### config.mk
export PLATFORM = sky130hd
export DESIGN_NAME = shot_renderer
export DESIGN_NICKNAME = d
export VERILOG_FILES = /design/src/rtl/shot_renderer.sv
export SDC_FILE = /design/constraint.sdc
export NUM_CORES = 1
export LEC_CHECK = 0
export CAP_MARGIN = 20
export CORE_MARGIN = 1
export CORE_UTILIZATION = 33
export CTS_CLUSTER_DIAMETER = 150
export DETAILED_ROUTE_END_ITERATION = 8
export SLEW_MARGIN = 40
export SYNTH_ARGS = -nofsm -noshare
export SYNTH_HDL_FRONTEND = slang
export SYNTH_SLANG_ARGS = --single-unit
### constraint.sdc
create_clock -name clk -period 3.38 [get_ports clk]
set_input_delay 0.845 -clock clk [delete_from_list [all_inputs] [get_ports clk]]
set_output_delay 0.845 -clock clk [all_outputs]
set_load 0.02 [all_outputs]
### src/rtl/shot_renderer.sv
// Per-frame shot renderer: walks the shot table, erases each shot's last drawn square
// and redraws it at its current position as a one-pixel-per-cycle VGA plot stream.
module shot_renderer #(
    parameter int         SHOT_COUNT  = 8,
    parameter int         SHOT_SIZE   = 2,
    parameter int         SCREEN_W    = 320,
    parameter int         SCREEN_H    = 240,
    parameter logic [2:0] SHOT_COLOUR = 3'b111,
    parameter logic [2:0] BG_COLOUR   = 3'b000,
    localparam int        AW          = (SHOT_COUNT > 1) ? $clog2(SHOT_COUNT) : 1
) (
    input  logic          clk,
    input  logic          reset_n,
    input  logic          frame_tick,
    output logic [AW-1:0] rd_addr,
    input  logic [24:0]   rd_data,
    output logic [8:0]    vga_x,
    output logic [8:0]    vga_y,
    output logic [2:0]    vga_colour,
    output logic          plot,
    output logic          busy,
    output logic          done
);

    typedef enum logic [2:0] {
        ST_IDLE,
        ST_FETCH,
        ST_CAPTURE,
        ST_ERASE,
        ST_DRAW,
        ST_NEXT,
        ST_DONE
    } state_t;

    localparam int            CW        = 2;
    localparam logic [CW-1:0] LAST_OFF  = CW'(SHOT_SIZE - 1);
    localparam logic [AW-1:0] LAST_SLOT = AW'(SHOT_COUNT - 1);

    state_t        state_q;
    state_t        state_d;
    logic [AW-1:0] idx_q;
    logic          cur_valid_q;
    logic [8:0]    cur_x_q;
    logic [8:0]    cur_y_q;
    logic [CW-1:0] dx_q;
    logic [CW-1:0] dy_q;

    logic          shadow_valid_q [SHOT_COUNT];
    logic [8:0]    shadow_x_q     [SHOT_COUNT];
    logic [8:0]    shadow_y_q     [SHOT_COUNT];

    logic          scanning;
    logic          last_pix;
    logic [8:0]    base_x;
    logic [8:0]    base_y;
    logic [9:0]    px;
    logic [9:0]    py;
    logic          on_screen;

    // The direction field of the slot record plays no part in rendering.
    logic          unused_dir;
    assign unused_dir = ^rd_data[5:0];

    // ------------------------------------------------------------------
    // FSM: state register
    // ------------------------------------------------------------------
    // NOTE: every clocked process uses non-blocking (<=) assignments so all registers
    // update from the same pre-edge values regardless of process ordering.
    always_ff @(posedge clk or negedge reset_n) begin
        if (!reset_n) state_q <= ST_IDLE;
        else          state_q <= state_d;
    end

    // ------------------------------------------------------------------
    // FSM: next-state logic
    // ------------------------------------------------------------------
    // NOTE: state_d gets a default before the case so no path leaves it unassigned,
    // which would otherwise infer a latch.
    always_comb begin
        state_d = state_q;
        unique case (state_q)
            ST_IDLE:    if (frame_tick) state_d = ST_FETCH;
            ST_FETCH:   state_d = ST_CAPTURE;
            ST_CAPTURE: begin
                if (shadow_valid_q[idx_q]) state_d = ST_ERASE;
                else if (rd_data[24])      state_d = ST_DRAW;
                else                       state_d = ST_NEXT;
            end
            ST_ERASE:   if (last_pix) state_d = cur_valid_q ? ST_DRAW : ST_NEXT;
            ST_DRAW:    if (last_pix) state_d = ST_NEXT;
            ST_NEXT:    state_d = (idx_q == LAST_SLOT) ? ST_DONE : ST_FETCH;
            ST_DONE:    state_d = ST_IDLE;
            default:    state_d = ST_IDLE;
        endcase
    end

    // ------------------------------------------------------------------
    // FSM: outputs and pixel datapath
    // ------------------------------------------------------------------
    always_comb begin
        busy     = (state_q != ST_IDLE);
        done     = (state_q == ST_DONE);
        rd_addr  = idx_q;
        scanning = (state_q == ST_ERASE) || (state_q == ST_DRAW);
        last_pix = (dx_q == LAST_OFF) && (dy_q == LAST_OFF);
        if (state_q == ST_ERASE) begin
            base_x = shadow_x_q[idx_q];
            base_y = shadow_y_q[idx_q];
        end else begin
            base_x = cur_x_q;
            base_y = cur_y_q;
        end
        // Ten bits wide so a square hanging off the 9-bit range is still clipped.
        px        = {1'b0, base_x} + {{(10-CW){1'b0}}, dx_q};
        py        = {1'b0, base_y} + {{(10-CW){1'b0}}, dy_q};
        on_screen = (px < 10'(SCREEN_W)) && (py < 10'(SCREEN_H));
    end

    // ------------------------------------------------------------------
    // Slot index, current record and square scan counters
    // ------------------------------------------------------------------
    always_ff @(posedge clk or negedge reset_n) begin
        if (!reset_n) begin
            idx_q       <= '0;
            cur_valid_q <= 1'b0;
            cur_x_q     <= '0;
            cur_y_q     <= '0;
        end else begin
            if (state_q == ST_IDLE && frame_tick)
                idx_q <= '0;
            else if (state_q == ST_NEXT && idx_q != LAST_SLOT)
                idx_q <= idx_q + AW'(1);

            if (state_q == ST_CAPTURE) begin
                cur_valid_q <= rd_data[24];
                cur_y_q     <= rd_data[23:15];
                cur_x_q     <= rd_data[14:6];
            end
        end
    end

    always_ff @(posedge clk or negedge reset_n) begin
        if (!reset_n) begin
            dx_q <= '0;
            dy_q <= '0;
        end else if (scanning && !last_pix) begin
            if (dx_q == LAST_OFF) begin
                dx_q <= '0;
                dy_q <= dy_q + CW'(1);
            end else begin
                dx_q <= dx_q + CW'(1);
            end
        end else begin
            dx_q <= '0;
            dy_q <= '0;
        end
    end

    // ------------------------------------------------------------------
    // Shadow table of last-drawn positions
    // ------------------------------------------------------------------
    // NOTE: only the valid bits are reset; coordinates are never read while their
    // valid bit is clear, so the coordinate storage can stay reset-free.
    always_ff @(posedge clk or negedge reset_n) begin
        if (!reset_n) begin
            for (int k = 0; k < SHOT_COUNT; k++) shadow_valid_q[k] <= 1'b0;
        end else if (state_q == ST_DRAW && last_pix) begin
            shadow_valid_q[idx_q] <= 1'b1;
        end else if (state_q == ST_NEXT && !cur_valid_q) begin
            shadow_valid_q[idx_q] <= 1'b0;
        end
    end

    always_ff @(posedge clk) begin
        if (state_q == ST_DRAW && last_pix) begin
            shadow_x_q[idx_q] <= cur_x_q;
            shadow_y_q[idx_q] <= cur_y_q;
        end
    end

    // ------------------------------------------------------------------
    // Registered plot stream; clipped pixels still take their cycle
    // ------------------------------------------------------------------
    always_ff @(posedge clk or negedge reset_n) begin
        if (!reset_n) begin
            vga_x      <= '0;
            vga_y      <= '0;
            vga_colour <= '0;
            plot       <= 1'b0;
        end else if (scanning) begin
            vga_x      <= px[8:0];
            vga_y      <= py[8:0];
            vga_colour <= (state_q == ST_ERASE) ? BG_COLOUR : SHOT_COLOUR;
            plot       <= on_screen;
        end else begin
            plot       <= 1'b0;
        end
    end

endmodule

; ---- Yosys cells after proc, flatten, opt, wreduce, memory -nomap -nowiden
; Memory sizes are Yosys's and may differ from the RTL's.
; Cells that the tools add are included.
[op_classes]
n_bitwise = 4
n_reduce_logical = 16
add_sub_neg = 5
n_mux = 27
n_lt_le_gt_ge = 4
n_eq_ne = 14
[ops]
columns = op, n
row1 = $mux 3, 8
row2 = $add 9x2->10, 2
row3 = $mux 9, 2
row4 = $pmux 3 s6, 1
row5 = $mux 8, 2
row6 = $eq 3x3->1 const B, 4
row7 = $lt 10x8->1 const B, 1
row8 = $lt 10x9->1 const B, 1
row9 = $and 8x8->8, 1
row10 = $logic_and 1x1->1, 8
row11 = $mux 1, 8
row12 = $mux 2, 4
row13 = $ne 2x2->1 const B, 4
row14 = $not 8->8, 1
row15 = $or 8x8->8, 1
row16 = $eq 3x2->1 const B, 2
row17 = $add 2x1->2 const B, 2
row18 = $eq 2x1->1 const B, 2
row19 = $ge 4x4->1 const B, 1
row20 = $lt 4x1->1 const B, 1
row21 = $not 3->4, 1
row22 = $reduce_bool 2->1, 2
row23 = $add 3x1->3 const B, 1
row24 = $bmux 1 s3, 1
row25 = 8 further kinds, 9
[totals]
output_inout_bits = 27
regBits = 59
n_memories = 2
ram_bits = 144
word_cells = 91
[memory_table]
columns = name, words, word_bits, read_ports, rd_clocked_by_memory_dff, write_ports, line_no
row1 = shadow_x_q, 8, 9, 1, 0, 1, 49  ; logic [8:0] shadow_x_q [SHOT_COUNT];
row2 = shadow_y_q, 8, 9, 1, 0, 1, 50  ; logic [8:0] shadow_y_q [SHOT_COUNT];

; ---- Depth between registers and ports, before layout
; Gate-level depths: netlist of the first run.
[logic_depth]
word_depth = 9
depth_mapped = 19

; ---- Least setup slack after synthesis of the first run
; Ideal clock, no wire load.
[synth_path]
path_kind = register to register
from = register idx_q[2] (netlist: rd_addr[2])
to = register plot
path_stages_with_launch = 20
t_arrival_ns = 3.470
slack_ns = -0.219
period_less_slack_ns = 3.599
path_cell_list = dfrtp_1 buf_4 buf_6 buf_6 buf_2 buf_1 mux2i_1 nor2_1 a31oi_1 a21oi_1 a221oi_1 o21ai_0 ha_1 fa_1 o21ai_0 a211oi_2 nand2_1 o32ai_1 a211oi_1 nor3_2
[synth_between]
elab_chain_len = 6
[synth_rtl]
columns = item, line_no
row1 = "start, declared", 41  ; logic [AW-1:0] idx_q;
row2 = "start signal, assigned", 132  ; idx_q <= idx_q + AW'(1);
row3 = $mem_v2 8x9 (on tied branches), --
row4 = $mux 9, 106  ; if (state_q == ST_ERASE) begin
row5 = $add 9x2->10 (on tied branches), "114, 115"
row6 = $lt 10x9->1 / $lt 10x8->1 (equally long branches), 116  ; on_screen = (px < 10'(SCREEN_W)) && (py < 10'(SCREEN_H));
row7 = $logic_and 1x1->1 (*), 116
row8 = $mux 1 (*), 190  ; end else if (scanning) begin
row9 = "end signal, assigned", 194  ; plot <= on_screen;
row10 = "end, declared", 20  ; output logic plot,
; Every way passes the cells marked *; elsewhere a longest branch is shown, timed or not.
; A chain may end at the register's enable or synchronous reset.

; ---- Final worst setup path of the first run
[layout_path]
from = register idx_q[2] (netlist: rd_addr[2])
to = output port rd_addr[2]
[layout_lines]
columns = item, line_no
row1 = "end, declared", 15  ; output logic [AW-1:0] rd_addr,
; No word-level cell between the ends.

==> flow_summary.yaml, run 1 <==
sta:
  relSlewSlack_pct: 46.6
  tightest_slew_ps: 795
  fin_skew_ps: 10.4
  drv_slew: 0
  fin_setup_tns_ps: 0
  rsz0062_at_grt: "no"
  fmaxAchievable_mhz: 306
  finalCriticalPeriod_ps: 3270
  hold_violations: 0
  setup_viol: 0
  final_min_period_over_clock_period_pct: 96.8
placement:
  hpwl_mm: 13.5
  gp_routability_congestion: 0.798
  port_buffers: 48
  place_area_um2: 9830
finish:
  fin_util_pct: 40.8
  antenna_cells: 0
  design_area_um2: 10600
  syn2layout_area_growth_pct: 21.1
  nFillCells: 2410
  seq_area_um2: 5750
  multi_input_area_um2: 2780
  finalNetCount: 738
  drive_gt1_share_pct: 22.0
clock_tree:
  cts_root_buffer: "clkbuf_16"
  numCtsBuffers: 22
  cts_max_level: 1
  clkLatencyLatePin_ps: 510
  clk_pin_slew_worst_paths_ps: 60
  cts_sinks: 201
  clockBufferDepth: 3
  cts_tree: "yes"
synth:
  yosysSeqAreaShare_pct: 65.5
  yosysWarnings: 0
  syn_area_um2: 8770
  synth_top_family_by_area: "compound AO/OA/AOI/OAI gates"
  synth-compound-area-share_pct: 10.6
  synthAdderAreaFrac_pct: 1.45
  synth_fp_nets: 660
  yosys.area_share.simple_pct: 8.38
  syn_area_per_cell_um2: 14.1
  synth-seq-cells: 201
  post_synth_mux_area_share_pct: 9.43
  async_reset_ff_share_pct: 28.4
  synth_edf_count: 144
  synth_xor_area_share_pct: 1.50
  synthCells: 623
  synth.distinct_cells: 61
  ys.flop_type: "edfxtp_1"
pwr:
  p_per_area_nw_per_um2: 905
  irDropWorstVdd_mv: 0.486
  p_int_w: 0.00627
  pwr-share-comb_pct: 35.2
  seq_power_share_pct: 38.2
  power_switching_w: 0.00335
  switching_share_pct: 34.8
  power_leakage_nw: 3.76
  p_clk_share_pct: 26.6
critical_path:
  crit_fanout: 23
  crit_type: "reg2out"
  end_kind: "primary output"
  setup.worst_path.start_class: "register"
  cp.required_ps: 2530
  arrival_ps: 2430
  reg2regPathDepth: 13
floorplan:
  pin_count: 55
  dieArea_um2: 27200
  start_util_pct: 33.7
  num_rows: 59
  core_area_um2: 26100
  die_w_um: 165
  fp.dieH_um: 165
drt:
  drt.antenna.violating_nets: 0
  drcViolationCount: 0
  vias: 5405
  drt-pass1-iter-count: 5
  viasPerCell: 5.14
  drt_iter0_markers: 498
  wl_per_cell_um: 19.5
  wl_mm: 20.5
global_routing:
  grt_use_total_pct: 15.6
  grt_pass1_wl_mm: 31.6
  antenna_found_initial: 0
  grt_max_degree: 34
  first_global_vias: 5252
  grt-ovfl-total: 0
flow_run:
  max_cap_viol_count: 0
hold_path:
  hold_path.class: "in2async"
status:
  outcome: "finished clean"
-- cell type report --
| type | count | area share (%) |
|---|---|---|
| clock buffers | 30 | 6.13 |
| well taps | 335 | 3.94 |
| repair buffers | 94 | 7.99 |
| multi-input cells | 374 | 26.2 |
| inverters | 8 | 0.283 |
| clock inverters | 10 | 1.31 |
| flip-flops and latches | 201 | 54.2 |
-- registers in the layout (all words and copies together), names as in the netlist, 3 cells and up, named ones only --
| signal | cells |
|---|---|
| cur_x_q | 9 |
| shadow_x_q | 72 |
| vga_x | 9 |
| shadow_y_q | 72 |
| vga_y | 9 |
| cur_y_q | 9 |
| state_q | 3 |
| rd_addr | 3 |
-- synth_stat cells (all sizes together), types with 7 or more instances --
library cell,count,area [µm²]
nand2b,11,68.8
nor2,44,168
xnor2,8,70.1
a211oi,10,85.1
and3,9,56.3
nor2b,7,43.8
a21oi,29,149
nand3b,7,52.6
a221oi,11,96.3
inv,8,30.0
mux2,43,484
a31oi,10,68.8
edfxtp,144,4320
mux2i,23,230
clkbuf,14,52.6
nand2,31,116
dfrtp,57,1430
buf,26,188
o21ai,43,215
xor2,7,61.3
ha,7,87.6
nand3,8,40.0
-- power by group through the flow --
| stage | Clock (W) | Combinational, W | Sequential (W) |
|---|---|---|---|
| finish | 0.00256 | 0.00338 | 0.00368 |
| global route | 0.00270 | 0.00370 | 0.00375 |
| CTS | 0.00261 | 0.00342 | 0.00368 |
| detailed placement | 0 | 0.00340 | 0.00373 |
| global placement | 0 | 0.00337 | 0.00371 |
| floorplan | 0 | 0.00216 | 0.00368 |
-- placed cells by master (no fill, tap or decap), drive strengths merged, types with 5 or more instances in the layout --
master	instances
xnor2	8
o22ai	5
nand3b	7
and3	9
nor2b	7
nand2	31
clkdlybuf4s50	47
o21ai	43
clkbuf	30
a21oi	29
and3b	5
edfxtp	144
mux2i	23
buf	47
a22oi	5
clkinv	6
ha	7
mux4	5
xor2	7
mux2	43
a31oi	10
a211oi	10
a221oi	11
nor2	44
nand3	8
dfrtp	57
inv	9
nand2b	11
-- through the flow --
stage,power [W],worst slack (ps),hold WS (ps),cells
floorplan,0.00584,24.6,448,623
global placement,0.00708,281,464,1012
detailed placement,0.00713,258,471,1012
CTS,0.00971,95.5,259,1052
global route,0.0101,11.7,267,1052
finish,0.00962,108,261,1052
-- routing by layer --
layer	global-route usage [%]	share of wire, %
met1	22.1	47
met2	24.3	46
met3	2.90	5.5
met4	4.09	1.9
met5	0	0
-- worst max-delay path, cell delays in order (launching register included) --
cell and delay, ps:
dfrtp_2 590, buf_4 340, buf_6 280, clkdlybuf4s50_1 670
-- kinds of logic after synthesis --
| family | count (synthesis) |
|---|---|
| compound gates | 141 |
| xor+xnor | 15 |
| fa+ha+maj | 9 |
| buf+inv | 48 |
| flops | 201 |
| mux | 71 |
| simple gates | 138 |
-- timing repair --
action                                  CTS  global route
setup buffers                             0             0
endpoints found under the setup margin    1             1
hold buffers                              0             0
resized for setup                         1             1
pin swaps                                 0             0
gates cloned                              0             0
-- final timing paths --
| kind | startpoint | end | slack (ps) |
|---|---|---|---|
| max | rd_addr[2]$_DFFE_PN0P_ | rd_addr[2] | 110 |
| min | reset_n | async pin | 260 |
| max reg2reg | rd_addr[2]$_DFFE_PN0P_ | plot$_DFF_PN0_ | 270 |
| min reg2reg | vga_x[5]$_DFFE_PN0P_ | vga_x[5]$_DFFE_PN0P_ | 480 |
| max in group asynchronous | reset_n | dx_q[1]$_DFF_PN0_ | 2410 |
| min in group clk | vga_x[5]$_DFFE_PN0P_ | vga_x[5]$_DFFE_PN0P_ | 480 |
(Power assumes the default switching activity.)
==> run 2, diff against run 1 <==
- CORE_UTILIZATION: 33 -> 35
==> run 2 against run 1 <==
Routed wire length increased by 2.3%; sequential cell count unchanged; clock power rose by 4%; combinational power rose by 1%; non-clock buffer count is the same; critical path depth is 8 higher; global-route usage rose by 0.91 points; count of clock-buffer cells in the layout fell by 7; hold slack better by 140 ps; highest routed layer unchanged; worst setup slack improved by 78 ps; cell area hardly changed; critical endpoint is now plot$_DFF_PN0_; cell count fell by 0.86%; largest power group unchanged.
==> flow_summary.yaml, run 2 (same netlist as run 1, synthesis figures left out) <==
drt:
  drcViolationCount: 0
  vias: 5516
  drt.antenna.violating_nets: 0
  wl_per_cell_um: 20.1
  wl_mm: 20.9
  viasPerCell: 5.29
  drt_iter0_markers: 492
  drt-pass1-iter-count: 5
clock_tree:
  clkLatencyLatePin_ps: 500
  cts_sinks: 201
  cts_root_buffer: "clkbuf_16"
  clockBufferDepth: 3
  cts_max_level: 1
  clk_pin_slew_worst_paths_ps: 60
  numCtsBuffers: 23
  postCtsSetupRepairBufs: 0
  cts_tree: "yes"
finish:
  seq_area_um2: 5760
  final_cell_mix: "edfxtp_1, dfrtp_1, clkdlybuf4s50_1"
  syn2layout_area_growth_pct: 21.2
  drive_gt1_share_pct: 21.0
  top_regs: "shadow_x_q: 72 flops, shadow_y_q: 72 flops"
  antenna_cells: 0
  multi_input_area_um2: 2780
  fin_util_pct: 43.5
  mostFrequentLayoutCell: "edfxtp_1"
  finalNetCount: 739
  nFillCells: 2204
sta:
  hold_violations: 0
  final_min_period_over_clock_period_pct: 94.5
  fmaxAchievable_mhz: 313
  fin_skew_ps: 6.31
  setup_viol: 0
  tightest_slew_ps: 734
  fin_setup_tns_ps: 0
  drv_slew: 0
  rsz0062_at_grt: "no"
  finalCriticalPeriod_ps: 3190
  relSlewSlack_pct: 51.0
floorplan:
  num_rows: 57
  start_util_pct: 35.9
  pin_count: 55
  core_area_um2: 24500
  fp.dieH_um: 160
  die_w_um: 160
  dieArea_um2: 25700
placement:
  gp_routability_congestion: 0.823
  hpwl_mm: 13.6
  port_buffers: 48
critical_path:
  end_kind: "register"
  crit_fanout: 14
  critPathBufInv: 1
  arrival_ps: 3570
  slowest_stage: "dfrtp_2"
  cp.required_ps: 3760
  setup.worst_path.start_class: "register"
  path_delay_family: "adder cells"
  max_stage_delay_ps: 540
  critPathLaunch: "rd_addr[1]$_DFFE_PN0P_"
  path_cells: "mux4_2 > nand2_1 > a31oi_1 > ha_1 > inv_1 > fa_1 > and3b_1 > nor3b_2 > xor2_1 > o21a_1 > nor3_2"
  regToRegStartpoint: "rd_addr[1]$_DFFE_PN0P_"
  crit_type: "reg2reg"
global_routing:
  antenna_found_initial: 0
  grtUsageMet3_pct: 2.27
  grtUsageMet2_pct: 26.8
  first_global_vias: 5623
  grt_use_total_pct: 16.5
  grt-ovfl-total: 0
  grt_use_met1_pct: 23.1
  grt_pass1_wl_mm: 32.7
  grt_max_degree: 34
  busiest_layer: "met2"
status:
  outcome: "finished clean"
hold_path:
  hold_path.class: "in2async"
pwr:
  irDropWorstVdd_mv: 0.406
  p_per_area_nw_per_um2: 917
  power_leakage_nw: 3.78
  design_power_total_w: 0.00976
flow_run:
  max_cap_viol_count: 0
## run 2: changes by cell type in the layout (fill, tap and decap cells not counted), sizes merged
| cell | delta |
|---|---|
| bufinv | +3 |
| clkinv | +6 |
| clkbuf | -7 |
## run 2: report_power, final
part | switching, W | internal [W]
Combinational | 0.00193 | 0.00149
Sequential | 0.000467 | 0.00320
Clock | 0.000968 | 0.00170
## run 2: metal layers
metal	vias to the layer above	part of all wire [%]
li1	2521	-
met1	2807	46
met2	152	47
met3	36	4.9
met4	0	2.5
met5	-	0
## run 2: final cells by class
type                    count  area share, %
clock inverters            19           2.33
clock buffers              23           5.41
multi-input cells         374           26.2
inverters                   8          0.282
flip-flops and latches    201           54.1
repair buffers             94           7.87
well taps                 324           3.81
## run 2: metrics by stage
| stage | setup WS, ps | hold slack [ps] | cell area [µm²] | std cells |
|---|---|---|---|---|
| floorplan | 24.6 | 448 | 8780 | 623 |
| detailed placement | 70.2 | 473 | 9780 | 1001 |
| finish | 186 | 399 | 10600 | 1043 |
| global route | 6.98 | 440 | 10600 | 1043 |
| CTS | 51.1 | 416 | 10600 | 1043 |
| global placement | 144 | 465 | 9780 | 1001 |
## run 2: timing repair
item	4_1_cts	5_1_grt
setup endpoints to repair	0	4
hold buffers	0	0
resized for setup	0	6
## run 2: worst paths after layout
check,depth (start not counted),slack (ps),endpoint
worst max-delay path,11,190,plot$_DFF_PN0_
max in group asynchronous,2,2060,rd_addr[2]$_DFFE_PN0P_
worst max register to register,11,190,plot$_DFF_PN0_
min in group clk,2,480,vga_x[3]$_DFFE_PN0P_
worst min register to register,2,480,vga_x[3]$_DFFE_PN0P_
worst min-delay path,1,400,cur_y_q[2]$_DFFE_PN0P_
==> patch: new RTL, flow settings as in run 2 <==
The parameter `SHOT_COUNT` goes from 8 to 16.
--- a/src/rtl/shot_renderer.sv
+++ b/src/rtl/shot_renderer.sv
@@ -2,5 +2,5 @@
 // and redraws it at its current position as a one-pixel-per-cycle VGA plot stream.
 module shot_renderer #(
-    parameter int         SHOT_COUNT  = 8,
+    parameter int         SHOT_COUNT  = 16,
     parameter int         SHOT_SIZE   = 2,
     parameter int         SCREEN_W    = 320,
Interface: changed (resized rd_addr); port bits go from 55 to 56. The function was not compared with the original's and may differ.
==> patch against run 2 <==
- area after synthesis up 69%
- power up 48%
- sequential cell count up 153
- non-clock buffer count up 30
- sequential share of layout area up 4.0 points
- worst setup slack worse by 0.073 ns
- wire length up 72%
- cell area up 67%
- critical path type unchanged
- largest power group unchanged
- highest routed layer unchanged
==> patch: results (changes against run 2) <==
status completed (unchanged); first-pass GRT wire length 53.4 mm (was 32.7 mm); sw frac 31.9% (was 34.5%); VDD IR max 0.367 mV (was 0.406 mV); Async S/R FF share, synth 18.6% (was 28.4%); Reg2Reg Setup Slack 0.11 ns (was 0.19 ns); Post-layout nets 1,032 (was 739); Leak 5.92 nW (was 3.78 nW); met3 WL post-DR 2.20 mm (was 1.02 mm); largest fanout on the critical path 7 (was 14); clk_skew 0.0187 ns (was 0.00631 ns); Clk Latency, worst-skew pair 0.53 ns (was 0.50 ns); Worst-Margin Slew 0.731 ns (was 0.734 ns); post-synthesis net count 916 (was 660); reg2reg path depth 12 (was 11); metal2 WL 16.7 mm (was 9.79 mm); met3 track demand over resource 3.46% (was 2.27%); total power draw 14.4 mW (was 9.76 mW); Critical R2R Launch rd_addr[0]$_DFFE_PN0P_ (was rd_addr[1]$_DFFE_PN0P_); delay-heaviest family, CP multiplexers (was adder cells); Global Route met2 Usage 26.4% (was 26.8%); top flop regs shadow_x_q x144, shadow_y_q x144 (was shadow_x_q x72, shadow_y_q x72); Inserted Clock Buffers 38 (was 23); GRT Total Usage 16.6% (was 16.5%); vias in the first global route 8,292 (was 5,623); layout cells sized above 1 26.4% (was 21.0%); CP peak stage delay 0.52 ns (was 0.54 ns); slowest cell on the critical path dfrtp_4 (was dfrtp_2); sequential fraction of the synthesis area 69.3% (was 65.5%); H-tree Lvls 2 (was 1); wire length on met1 16.5 mm (was 9.61 mm)
==> patch: cell families (layout without fill, tap and decap cells) <==
family                     Yosys count  in the layout  synth area share, %
AOI/OAI and AO/OA                  134            134                 6.00
muxes                              124            124                 14.3
buffers and inverters               57            202                 2.68
xor gates and xnor gates            15             15                0.883
and+or+nand+nor                    182            182                 5.83
DFF                                354            354                 69.3
adders and majority gates           11             11                 1.03
==> patch: area by class of cell <==
cell class                 instances  area (µm²)
clock buffer                      52        1060
sequential                       354       10300
inverter                           9        33.8
fill                            3710       24200
tap                              539         674
multi-input combinational        466        4290
clock inverter                    17         134
timing repair buffer             124        1220
==> patch: through the flow <==
step           hold slack, ns  worst slack [ns]  std cells  area (µm²)
2_1_floorplan           0.438            -0.187        877       14900
3_3_place_gp            0.457            0.0503       1484       16400
3_5_place_dp            0.469            0.0203       1484       16400
4_1_cts                 0.374            0.0114       1553       17600
5_1_grt                 0.394           -0.0277       1561       17700
6_report                0.362             0.114       1561       17700
